--- src/rtl/gesture_bbox_stats.sv ---
// Per-frame hand features from the dilated binary stream: foreground count, bounding box
// and integer centroid, published together with a one-cycle stats_valid during blanking.
module gesture_bbox_stats #(
    parameter int H_ACT   = 640,
    parameter int V_ACT   = 480,
    parameter int MIN_PIX = 256
) (
    input  logic        vga_clk,
    input  logic        rst,
    input  logic [9:0]  pixel_x,
    input  logic [9:0]  pixel_y,
    input  logic [11:0] dilate_data,
    output logic        hand_present,
    output logic [18:0] pix_cnt,
    output logic [9:0]  x_min,
    output logic [9:0]  x_max,
    output logic [9:0]  y_min,
    output logic [9:0]  y_max,
    output logic [9:0]  cx,
    output logic [9:0]  cy,
    output logic        stats_valid,
    output logic        busy
);

    localparam int DIV_BITS = 28;

    typedef enum logic [1:0] {IDLE, DIV, PUBLISH} state_t;

    typedef struct packed {
        logic [19:0] rem;
        logic [27:0] dq;
    } div_step_t;

    // One restoring-division step: quotient bits shift into dq as dividend bits shift out.
    function automatic div_step_t div_step(input logic [19:0] rem, input logic [27:0] dq,
                                           input logic [18:0] divisor);
        div_step_t   r;
        logic [19:0] trial;
        trial = {rem[18:0], dq[27]};
        if (trial >= {1'b0, divisor}) begin
            r.rem = trial - {1'b0, divisor};
            r.dq  = {dq[26:0], 1'b1};
        end else begin
            r.rem = trial;
            r.dq  = {dq[26:0], 1'b0};
        end
        return r;
    endfunction

    state_t      state, state_next;
    logic        active, fg, frame_start, frame_end;
    logic        frame_seen, end_q;
    logic        start_div, start_empty, div_last;
    logic [18:0] acc_cnt;
    logic [27:0] acc_sx, acc_sy;
    logic [9:0]  acc_xmin, acc_xmax, acc_ymin, acc_ymax;
    logic [18:0] sh_cnt;
    logic [9:0]  sh_xmin, sh_xmax, sh_ymin, sh_ymax;
    logic [19:0] rem_x, rem_y;
    logic [27:0] dq_x, dq_y;
    logic [4:0]  div_iter;
    div_step_t   step_x, step_y;
    logic        unused_bits;

    assign active      = (pixel_x < 10'(H_ACT)) && (pixel_y < 10'(V_ACT));
    assign fg          = active && dilate_data[11];
    assign frame_start = active && (pixel_x == 10'd0) && (pixel_y == 10'd0);
    assign frame_end   = active && (pixel_x == 10'(H_ACT - 1)) && (pixel_y == 10'(V_ACT - 1));
    assign unused_bits = ^dilate_data[10:0];

    // NOTE: sequential state uses non-blocking assignments so every register samples pre-edge values.
    always_ff @(posedge vga_clk or posedge rst) begin
        if (rst) begin
            frame_seen <= 1'b0;
            end_q      <= 1'b0;
            acc_cnt    <= '0;
            acc_sx     <= '0;
            acc_sy     <= '0;
            acc_xmin   <= '0;
            acc_xmax   <= '0;
            acc_ymin   <= '0;
            acc_ymax   <= '0;
        end else begin
            end_q <= frame_end && frame_seen;
            if (frame_start) begin
                frame_seen <= 1'b1;
                acc_cnt    <= {18'd0, fg};
                acc_sx     <= '0;
                acc_sy     <= '0;
                acc_xmin   <= fg ? 10'd0 : 10'h3FF;
                acc_ymin   <= fg ? 10'd0 : 10'h3FF;
                acc_xmax   <= '0;
                acc_ymax   <= '0;
            end else if (fg) begin
                acc_cnt <= acc_cnt + 19'd1;
                acc_sx  <= acc_sx + 28'(pixel_x);
                acc_sy  <= acc_sy + 28'(pixel_y);
                if (pixel_x < acc_xmin) acc_xmin <= pixel_x;
                if (pixel_x > acc_xmax) acc_xmax <= pixel_x;
                if (pixel_y < acc_ymin) acc_ymin <= pixel_y;
                if (pixel_y > acc_ymax) acc_ymax <= pixel_y;
            end
        end
    end

    // The first quotient bit is taken straight from the live totals in the hand-off cycle.
    assign start_div   = (state == IDLE) && end_q && (acc_cnt >= 19'(MIN_PIX));
    assign start_empty = (state == IDLE) && end_q && (acc_cnt < 19'(MIN_PIX));
    assign div_last    = (state == DIV) && (div_iter == 5'(DIV_BITS - 1));

    assign step_x = (state == DIV) ? div_step(rem_x, dq_x, sh_cnt) : div_step(20'd0, acc_sx, acc_cnt);
    assign step_y = (state == DIV) ? div_step(rem_y, dq_y, sh_cnt) : div_step(20'd0, acc_sy, acc_cnt);

    always_ff @(posedge vga_clk or posedge rst) begin
        if (rst) state <= IDLE;
        else     state <= state_next;
    end

    // NOTE: state_next gets a default before the case so no path can infer a latch.
    always_comb begin
        state_next = state;
        case (state)
            IDLE: begin
                if (start_div)        state_next = DIV;
                else if (start_empty) state_next = PUBLISH;
            end
            DIV:     if (div_last) state_next = PUBLISH;
            PUBLISH: state_next = IDLE;
            default: state_next = IDLE;
        endcase
    end

    always_ff @(posedge vga_clk or posedge rst) begin
        if (rst) begin
            sh_cnt   <= '0;
            sh_xmin  <= '0;
            sh_xmax  <= '0;
            sh_ymin  <= '0;
            sh_ymax  <= '0;
            rem_x    <= '0;
            rem_y    <= '0;
            dq_x     <= '0;
            dq_y     <= '0;
            div_iter <= '0;
        end else if (start_div) begin
            sh_cnt   <= acc_cnt;
            sh_xmin  <= acc_xmin;
            sh_xmax  <= acc_xmax;
            sh_ymin  <= acc_ymin;
            sh_ymax  <= acc_ymax;
            rem_x    <= step_x.rem;
            dq_x     <= step_x.dq;
            rem_y    <= step_y.rem;
            dq_y     <= step_y.dq;
            div_iter <= 5'd1;
        end else if (state == DIV) begin
            rem_x    <= step_x.rem;
            dq_x     <= step_x.dq;
            rem_y    <= step_y.rem;
            dq_y     <= step_y.dq;
            div_iter <= div_iter + 5'd1;
        end
    end

    // Published registers change only on the edge that enters PUBLISH, so they hold otherwise.
    always_ff @(posedge vga_clk or posedge rst) begin
        if (rst) begin
            hand_present <= 1'b0;
            pix_cnt      <= '0;
            x_min        <= '0;
            x_max        <= '0;
            y_min        <= '0;
            y_max        <= '0;
            cx           <= '0;
            cy           <= '0;
        end else if (start_empty) begin
            hand_present <= 1'b0;
            pix_cnt      <= acc_cnt;
            x_min        <= '0;
            x_max        <= '0;
            y_min        <= '0;
            y_max        <= '0;
            cx           <= '0;
            cy           <= '0;
        end else if (div_last) begin
            hand_present <= 1'b1;
            pix_cnt      <= sh_cnt;
            x_min        <= sh_xmin;
            x_max        <= sh_xmax;
            y_min        <= sh_ymin;
            y_max        <= sh_ymax;
            cx           <= step_x.dq[9:0];
            cy           <= step_y.dq[9:0];
        end
    end

    assign stats_valid = (state == PUBLISH);
    assign busy        = (state == DIV) || start_div;

endmodule

--- config.mk ---
export PLATFORM = sky130hd
export DESIGN_NAME = gesture_bbox_stats
export DESIGN_NICKNAME = d
export VERILOG_FILES = /design/src/rtl/gesture_bbox_stats.sv
export SDC_FILE = /design/constraint.sdc
export NUM_CORES = 1
export LEC_CHECK = 0
export ABC_CLOCK_PERIOD_IN_PS = 30500
export CORE_UTILIZATION = 43
export CTS_BUF_LIST = sky130_fd_sc_hd__clkbuf_4 sky130_fd_sc_hd__clkbuf_8
export DETAILED_ROUTE_END_ITERATION = 16
export SLEW_MARGIN = 15
export SYNTH_ARGS = -nofsm -noshare
export SYNTH_HDL_FRONTEND = slang
export SYNTH_SLANG_ARGS = --single-unit
--- constraint.sdc ---
create_clock -name vga_clk -period 30.5 [get_ports vga_clk]
set_clock_uncertainty 0.15 [all_clocks]
set_input_delay 4.575 -clock vga_clk [delete_from_list [all_inputs] [get_ports vga_clk]]
set_output_delay 4.575 -clock vga_clk [all_outputs]
set_load 0.005 [all_outputs]
==> metrics <==
most frequent cell after synthesis=nand2_1; Seq/Total Area, Yosys=0.475; ant diodes=0; Starting Density=0.437; Tot GR Track Use=0.222; DR iter-0 viols=1049; Final Cycle Share=0.263; Chip Height=211 um; Slew headroom=0.274; vias in the first global route=15000; # DRC=0; initial antenna violation count=0; Max VDD drop=0.0468 mV; YS warnings=0; Crit path required time=25.78 ns; commonest register cell after synthesis=dfrtp_1; HP Start=frame_seen; global-route wire length before repair=79700 um; worst setup path start=acc_cnt[8]; Worst R2R End=rem_x[17]; layout cell share with drive strength beyond 1=0.0758; final hold vios=0; Max Cap Violations=0; worst skew pair latency=0.60 ns; Setup crit start kind=register; Routed WL per cell=17.2 um; drt first pass iters=5; CORE AREA=0.0431 mm2; synthesized instance count=2096; Final Net Count=2312; Worst Max-Slew Pin Slew=1.09 ns; TritonCTS clock tree=built; Routed Antenna Nets=0; Worst R2R Path Depth=11; Final Wtd Congestion=0.895; CTS resizes=0; fill count=4033; final worst path period need=8.01 ns; clock sinks=357; Arrival @ worst endpoint=3.29 ns; Via Count=15400; dpl cell area=0.0203 mm2; Endpoint, Worst Hold=frame_seen; RSZ-0062 raised after global routing=no; final instance area=0.0217 mm2; largest net degree at the start of global routing=171; Avg Cell Area, Syn=8.98 um2; number of H-tree levels=3; Die X=211 um; Net Count, Synth=2233; Post-synth EDFFs=0; Root Driver=clkbuf_8; Pwr Density=58.2 mW/mm2; commonest cells in the netlist=430 x nand2_1, 357 x dfrtp_1, 202 x o21ai_0, 131 x nor2_1, 105 x inv_1; ys async rst share=1.00; setup slack, reg-to-reg=26.97 ns; Max Slew Vio Count=0; clk buf depth=3; Lkg Pwr=9.98 nW; I/O Buffers=104; drt via density=5.49; hold depth=1; Synth top area share=0.475; area of the multi-input gates=0.00906 mm2; Setup crit end kind=output pin; reg2reg start=sh_cnt[0]; I/O pin cnt=116; Area contributors post-synth=dfrtp_1 47%, nand2_1 8.6%, ha_1 6.6%; gr ovfl total=0; register bit total from synthesis=357; DIE AREA=0.0446 mm2; dpl hpwl=31200 um; status=completed; Max Fclk=125 MHz; final WL=48200 um; Tightest Hold Check Type=reg2reg; Mapped Area=0.0188 mm2; area delta synth->final=15.1%; Synth area leader=dfrtp_1; post-cts hold buffer count=0; post-CTS setup buffer count=0; Setup TNS Final=0 ns; Site Rows=76; Yosys cell types=82; CP max FO=37; # setup viols final=0; Crit Path Category=reg2out; clk slew on worst S/H paths=0.06 ns; Reg area=0.00893 mm2; cts bufs inserted=66
power by group:
part	switching, mW	total, mW	leakage, nW	internal (mW)
clock	0.199	0.474	0.717	0.275
sequential	0.0341	0.553	4.87	0.519
combinational	0.135	0.234	4.39	0.0994
how the worst max path moves through the flow:
stage,to,slack (ns),cells after the start
6_report,busy,22.49,7
5_1_grt,busy,22.34,7
4_1_cts,busy,22.42,7
3_5_place_dp,acc_xmin[6],22.09,7
3_3_place_gp,acc_ymin[8],22.08,7
2_1_floorplan,acc_cnt[0],15.87,1
flip-flops by register name (all words and copies together), names as in the netlist, 5 cells and up:
| signal | cells |
|---|---|
| y_max | 10 |
| acc_sy | 28 |
| div_iter | 5 |
| pix_cnt | 19 |
| sh_xmin | 10 |
| cy | 10 |
| dq_y | 28 |
| rem_x | 19 |
| sh_ymin | 10 |
| sh_xmax | 10 |
| rem_y | 19 |
| x_min | 10 |
| acc_ymax | 10 |
| dq_x | 28 |
| acc_ymin | 10 |
| acc_xmin | 10 |
| sh_ymax | 10 |
| acc_xmax | 10 |
| x_max | 10 |
| cx | 10 |
| sh_cnt | 19 |
| acc_cnt | 19 |
| y_min | 10 |
| acc_sx | 28 |
worst max-delay path, cell delays in order (launching register included):
cell	delay, ns
dfrtp_1	0.42
nor4_1	0.31
nand3_1	0.36
and2_4	0.39
nor2_1	0.13
buf_4	0.33
inv_1	0.20
clkdlybuf4s50_1	0.53
layer usage:
layer / global-route usage / vias to the layer above / wire [um]
met5: 0 / - / 0
met2: 0.354 / 304 / 22400
met3: 0.0330 / 61 / 1850
met1: 0.312 / 7523 / 23100
li1: - / 7496 / -
met4: 0.0665 / 0 / 847
cell families after synthesis:
family | count (synthesis) | synth area share
multiplexers | 27 | 0.0146
AO/OA/AOI/OAI | 550 | 0.181
buffers and inverters | 215 | 0.0459
adder cells (fa/ha/maj) | 103 | 0.0701
AND/OR/NAND/NOR | 781 | 0.184
flip-flops | 357 | 0.475
XOR/XNOR | 63 | 0.0293
cells in the final DEF, fill, tap and decap left out, types with 10 or more instances in the layout:
cell and n:
dfrtp_1 357, o21ai_0 202, nand2b_1 11, o21a_1 16, nor2_1 130, a21oi_1 99
and3_1 15, clkdlybuf4s50_1 104, nand3_1 65, o21ai_1 15, mux2i_1 23, a221o_1 10
clkbuf_4 22, or3_1 30, nand2_1 428, nand4_1 23, xor2_1 29, o211ai_1 22
nor3_1 13, or4_1 12, o22ai_1 14, xnor2_1 34, a21o_1 27, inv_1 104
a31oi_1 60, buf_4 16, clkbuf_8 82, o311ai_0 11, ha_1 99
cell type report:
| type | instances | area share |
|---|---|---|
| flip-flops and latches | 357 | 0.412 |
| multi-input cells | 1524 | 0.419 |
| clock buffers | 104 | 0.0597 |
| repair buffers | 121 | 0.0545 |
| inverters | 105 | 0.0185 |
| clock inverters | 5 | 0.00243 |
| well taps | 585 | 0.0338 |
through the flow:
stage	setup WS, ns	cells	hold WS, ns	total power [mW]	utilization
global route	22.34	2801	0.349	1.34	0.503
detailed placement	22.09	2692	0.303	0.792	0.471
global placement	22.08	2692	0.304	0.783	0.471
floorplan	15.87	2096	0.285	0.733	-
CTS	22.42	2801	0.321	1.27	0.503
finish	22.49	2801	0.317	1.26	0.503
Note: power is estimated with default switching activity, not from simulation.
